$ cat src/rtl/bcd2bin.sv
// bcd2bin: sequential two-digit BCD to 8-bit binary converter.
// Uses reverse double-dabble. A 16-bit work register holds {tens, ones, bin}.
// Each cycle it shifts right once, then pulls 3 back out of any BCD nibble
// that landed at 8 or above. After eight shifts the low byte holds the value.
// An out-of-range digit is rejected in one cycle with an error completion.
module bcd2bin (
  input  logic       clk,
  input  logic       rst,
  input  logic [3:0] dec_high,
  input  logic [3:0] dec_low,
  input  logic       dec_start,
  output logic       dec_busy,
  output logic       dec_done,
  output logic       dec_err,
  output logic [7:0] dec_bin
);

  typedef enum logic {
    IDLE  = 1'b0,
    SHIFT = 1'b1
  } state_t;

  state_t      state_q, state_d;
  logic [15:0] work_q, work_d;
  logic [2:0]  count_q, count_d;
  logic        busy_q, busy_d;
  logic        done_q, done_d;
  logic        err_q, err_d;
  logic [7:0]  bin_q, bin_d;

  logic [15:0] shifted;
  logic [3:0]  highAdj;
  logic [3:0]  lowAdj;

  // One reverse double-dabble step: shift, then correct each BCD nibble on its own
  always_comb begin
    shifted = work_q >> 1;
    highAdj = shifted[15:12];
    lowAdj  = shifted[11:8];
    if (shifted[15:12] >= 4'd8) begin
      highAdj = shifted[15:12] - 4'd3;
    end
    if (shifted[11:8] >= 4'd8) begin
      lowAdj = shifted[11:8] - 4'd3;
    end
  end

  // State register; reset wins over everything and discards any partial result
  always_ff @(posedge clk) begin
    if (rst) begin
      state_q <= IDLE;
      work_q  <= 16'h0000;
      count_q <= 3'd0;
      busy_q  <= 1'b0;
      done_q  <= 1'b0;
      err_q   <= 1'b0;
      bin_q   <= 8'h00;
    end else begin
      state_q <= state_d;
      work_q  <= work_d;
      count_q <= count_d;
      busy_q  <= busy_d;
      done_q  <= done_d;
      err_q   <= err_d;
      bin_q   <= bin_d;
    end
  end

  // Next-state and registered-output logic; dec_done is a single-cycle pulse
  always_comb begin
    state_d = state_q;
    work_d  = work_q;
    count_d = count_q;
    busy_d  = busy_q;
    done_d  = 1'b0;
    err_d   = err_q;
    bin_d   = bin_q;

    case (state_q)
      IDLE: begin
        if (dec_start) begin
          if ((dec_high > 4'd9) || (dec_low > 4'd9)) begin
            err_d  = 1'b1;
            bin_d  = 8'h00;
            done_d = 1'b1;
          end else begin
            work_d  = {dec_high, dec_low, 8'h00};
            count_d = 3'd0;
            busy_d  = 1'b1;
            state_d = SHIFT;
          end
        end
      end
      SHIFT: begin
        work_d  = {highAdj, lowAdj, shifted[7:0]};
        count_d = count_q + 3'd1;
        if (count_q == 3'd7) begin
          bin_d   = shifted[7:0];
          err_d   = 1'b0;
          done_d  = 1'b1;
          busy_d  = 1'b0;
          state_d = IDLE;
        end
      end
      default: begin
        state_d = IDLE;
      end
    endcase
  end

  assign dec_busy = busy_q;
  assign dec_done = done_q;
  assign dec_err  = err_q;
  assign dec_bin  = bin_q;

endmodule

$ cat config.mk
export PLATFORM = sky130hd
export DESIGN_NAME = bcd2bin
export DESIGN_NICKNAME = d
export VERILOG_FILES = /design/src/rtl/bcd2bin.sv
export SDC_FILE = /design/constraint.sdc
export NUM_CORES = 1
export LEC_CHECK = 0
export ABC_AREA = 1
export BUFFER_PORTS_ARGS = -buffer_cell sky130_fd_sc_hd__buf_2
export CAP_MARGIN = 10
export CORE_MARGIN = 8
export CORE_UTILIZATION = 48
export DETAILED_ROUTE_END_ITERATION = 10
export PLACE_DENSITY = 0.79
export SYNTH_ARGS = -nofsm -noshare
export SYNTH_HDL_FRONTEND = slang
export SYNTH_SLANG_ARGS = --single-unit
$ cat constraint.sdc
create_clock -name clk -period 2.65 [get_ports clk]
set_input_delay 0.3975 -clock clk [delete_from_list [all_inputs] [get_ports clk]]
set_output_delay 0.3975 -clock clk [all_outputs]
set_load 0.02 [all_outputs]
-- Word-level counts from Yosys, hierarchy flattened
Cells that the tools add are included.
- multiply operators: 0
- bitwise operators: 1
- multiplexer cells: 27
- reductions and logical operators: 4
- equality and inequality tests: 5
- $add $sub $neg: 3
- magnitude comparators: 4
- shift-type cells: 0
- div/mod/pow operators: 0
- operators with widths (operator ; number):
    16-bit 2-to-1 mux ; 2
    16-bit one-hot mux with 2 select lines ; 1
    8-bit 2-to-1 mux ; 3
    8-bit one-hot mux with 2 select lines ; 1
    1-bit 2-to-1 mux ; 11
    4-bit > comparator (second input constant) ; 2
    4-bit 2-to-1 mux ; 2
    1-bit one-hot mux with 2 select lines ; 4
    3-bit 2-to-1 mux ; 2
    2-bit inequality test (second input constant) ; 3
    3-bit one-hot mux with 2 select lines ; 1
    3-bit AND reduction ; 2
    3-bit by 4-bit greater-or-equal comparator with 1-bit output (second input constant) ; 1
    4-bit greater-or-equal comparator (second input constant) ; 1
    3-bit by 2-bit subtractor with 4-bit output (second input constant) ; 1
    4-bit by 2-bit subtractor with 4-bit output (second input constant) ; 1
    3-bit by 1-bit adder with 3-bit output (second input constant) ; 1
    3-bit equality test (second input constant) ; 1
    2-bit by 1-bit inequality test with 1-bit output (second input constant) ; 1
    2-bit AND reduction ; 1
    1-bit logical OR ; 1
    1-bit inverter ; 1
- output and inout bits: 11
- logic and storage cells: 51
- memory bits (writable): 0
- flip-flop bits (word level): 31
- memory bits (read-only): 0
- memories kept: 0
- latch bits: 0

-- Longest topological paths before layout
- depth after elaboration: 5
- gate-level depth with buffers: 8
- mapped depth without buffers: 8

-- Worst setup path before layout
No wires, ideal clock.
- path type: register to register
- from: register count_q[0]
- to: register bin_q[4] (netlist: dec_bin[4])
- clock period less this slack: 1322 ps
- stages on the path, launching flop included: 8
- path slack: 1328 ps
- path buffers: 2
- setup time: 70 ps
- arrival time: 1252 ps
- data required time: 2580 ps
- cells stage by stage: dfxtp_1 ha_1 ha_1 buf_2 nand2_1 buf_2 nand3_1 a21oi_1
- word-level cells in the longest chain between the ends: 3
- ends and longest elaborated chain (element ; RTL line ; text):
    start, declared ; 25 ; logic [2:0] count_q, count_d;
    start signal, assigned ; 61 ; count_q <= count_d;
    3-bit equality test ; 97 ; if (count_q == 3'd7) begin
    2-bit by 1-bit inequality test with 1-bit output (no source line) ; - ;
    3-bit AND reduction (no source line) ; - ;
    end signal, assigned ; 65 ; bin_q <= bin_d;
    end, declared ; 29 ; logic [7:0] bin_q, bin_d;
Every way passes these cells.
A chain may end at the register's enable or synchronous reset.

-- Final worst setup path
- from: register count_q[0]
- to: register state_q
- word-level cells in the longest chain between the ends: 3
- ends and longest elaborated chain (element ; RTL line ; text):
    3-bit equality test ; 97 ;
    1-bit 2-to-1 mux ; 97 ;
    1-bit one-hot mux with 2 select lines ; 79 ; case (state_q)
    end signal, assigned ; 59 ; state_q <= state_d;
    end, declared ; 23 ; state_t state_q, state_d;
Every way passes these cells.

==> results.ini <==
[detailed_routing]
ant_nets=0
first_pass_iters=4
initialDrtViolationCount=110
drc_errors=0
routed_via_density=5.291
vias=1180
wire_per_inst_um=12.39
drt-total-wl_um=2762

[worst_hold_path]
hp-start=dec_high[3]
min_delay_path_depth=3
hold_class=in2reg
hold_end=work_q[15]

[setup_path]
crit_type=reg2reg
end_kind=register
worst_ep_required_time_ns=2.88
r2r-start=count_q[0]
reg2reg_depth=4
critPathMaxFanout=12
r2r_setup_slack_ns=1.06
arrival_ns=1.82
crit_path_start_kind=register
r2r-end=state_q

[run_status]
status=complete, no violations

[yosys]
syn_area_per_cell_um2=7.701
synth-simple-area-share_pct=29.23
ys_warn_count=0
synth_fa_ha_area_share_pct=3.735
synth_seq_cells=30
synth_compound_area_share_pct=14.01
netlist_area_um2=1340
synth_top_family_by_area=simple AND/OR/NAND/NOR gates
yosysSeqAreaShare_pct=44.82
yosysUniqueCellTypes=20
syn-instance-count=174
yosys.area.top_type=dfxtp_1
synth_mux_area_share_pct=0
synth_xor_area_share_pct=0
synth_top_area_share_pct=44.82
synthesis.nets=189
yosys-top-cells-area=dfxtp_1 45%, nand3_1 14%, a21oi_1 11%

[global_routing]
grt_remaining_overflow=0
grt_max_degree=30
grt_usage_pct=12.60
grt_pass1_wl_um=4498
grt_pass1_vias=1064
antenna_found_initial=0

[sta]
slew_headroom_pct=64.43
finalCritPeriodShare_pct=60.00
slew_violations=0
finalClockSkew_ns=0.008552
min_period_ns=1.590
rsz0062_at_grt=false
setup_violations=0
layout_setup_ws_ns=1.060
tightest_slew_ns=0.5328
fin_setup_tns_ns=0
fmax_mhz=628.9
final-hold-violation-count=0

[power]
p_int_w=0.0005922
power_w=0.0008269
p_seq_share_pct=58.2
p_sw_w=0.0002347
p_sw_share_pct=28.39
clkPwrFrac_pct=30.5
power_leakage_nw=0.6082
pwr_density_cell_nw_per_um2=565.4
combPwrFrac_pct=11.4
peakVddDrop_v=0.0003348

[placed_design]
place_ws_ns=1.044
port_buffers=21
placedInstanceArea_um2=1415
gp_congestion=0.7912
hpwl_um=1899
dp_cells=216

[cts]
cts_tree=yes
clk_latency_ns=0.33
cts_resized=0
root_buffer=clkbuf_4
clkTransAtPathRegs_ns=0.09
cts_sinks=30
cts_setup_buffers=0
cts_hold_buffers=0
cts_max_level=2
cts.path.max_buffers=2
cts_buffers=5

[cells_and_area]
final_cell_mix=40 x nand2_1, 37 x nand3_1, 30 x a21oi_1, 30 x dfxtp_1, 21 x buf_2
nets=207
layout.cells.non_filler=223
diodes=0
filler_cell_count=274
layout-drive-gt1-share_pct=19.27
fin_area_um2=1463
area_growth_pct=9.150
layout_commonest_cell=nand2_1

[floorplanning]
io_pins=22
die-area_um2=4738
initial_core_util_pct=49.45
die_h_um=68.84
num_rows=19
core-area_um2=2710
die_x_um=68.84

[run]
timing.max_cap.violations=0

-- stage by stage --
step                util, %  hold WS (ns)
CTS                   53.97        0.3409
finish                53.97        0.3451
floorplan                 -        0.4321
global placement      52.22        0.4485
global route          53.97        0.3631
detailed placement    52.22        0.4516
-- worst max-delay path by stage --
stage / startpoint / endpoint / slack [ns] / depth (start not counted)
4_1_cts: count_q[0] / state_q / 1.03 / 4
3_5_place_dp: count_q[0] / state_q / 1.04 / 4
5_1_grt: count_q[0] / state_q / 0.96 / 4
6_report: count_q[0] / state_q / 1.06 / 4
3_3_place_gp: count_q[0] / state_q / 1.08 / 4
2_1_floorplan: count_q[0] / dec_bin[4] / 1.33 / 7
-- synth_stat cells --
| cell | instances |
|---|---|
| clkbuf_1 | 1 |
| and3_2 | 1 |
| ha_1 | 4 |
| buf_2 | 5 |
| o21ai_2 | 2 |
| inv_1 | 8 |
| nand2_4 | 1 |
| clkbuf_8 | 1 |
| o21ai_0 | 4 |
| nor2_1 | 2 |
| inv_2 | 1 |
| nand3_4 | 1 |
| buf_1 | 1 |
| buf_6 | 2 |
| nand2_1 | 40 |
| dfxtp_1 | 30 |
| nand2_2 | 2 |
| a21oi_1 | 30 |
| nand3_1 | 37 |
| buf_4 | 1 |
-- registers in the layout, summed over array words and instances (netlist names) --
name	flops
count_q	3
work_q	15
dec_done	1
dec_err	1
state_q	1
dec_bin	8
dec_busy	1
-- logic make-up after synthesis --
logic type	after synthesis
buf+inv	20
simple gates	84
flops	30
fa+ha+maj	4
compound gates	36
-- power by group through the flow --
stage / sequential [W] / combinational, W / clock, W
after floorplan: 0.000489 / 0.0000756 / 0
after global placement: 0.000490 / 0.0000940 / 0
after detailed placement: 0.000491 / 0.0000942 / 0
after CTS: 0.000481 / 0.0000945 / 0.000255
after global routing: 0.000484 / 0.000106 / 0.000278
final: 0.000481 / 0.0000941 / 0.000252
-- critical path: stages (launching register included) --
cell and delay (ns):
dfxtp_1 0.35, ha_1 0.15, ha_1 0.33, nand2_1 0.32
and3_2 0.33
-- area by class of cell --
type	instances	area (um2)	area share, %
Clock buffer	5	37.54	2.566
Clock inverter	2	10.01	0.6843
Inverter	9	33.78	2.310
Multi-Input combinational cell	124	629.4	43.03
Sequential cell	30	600.6	41.06
Tap cell	31	38.79	2.652
Timing Repair Buffer	22	112.6	7.699
-- layer usage --
metal / routed length [um] / GRT usage, % / vias up
li1: - / - / 620
met1: 1299 / 14.58 / 531
met2: 1262 / 20.09 / 21
met3: 135 / 3.393 / 8
met4: 63 / 8.271 / 0
met5: 0 / 0 / -
No activity file was read; power rests on OpenSTA's default activity.
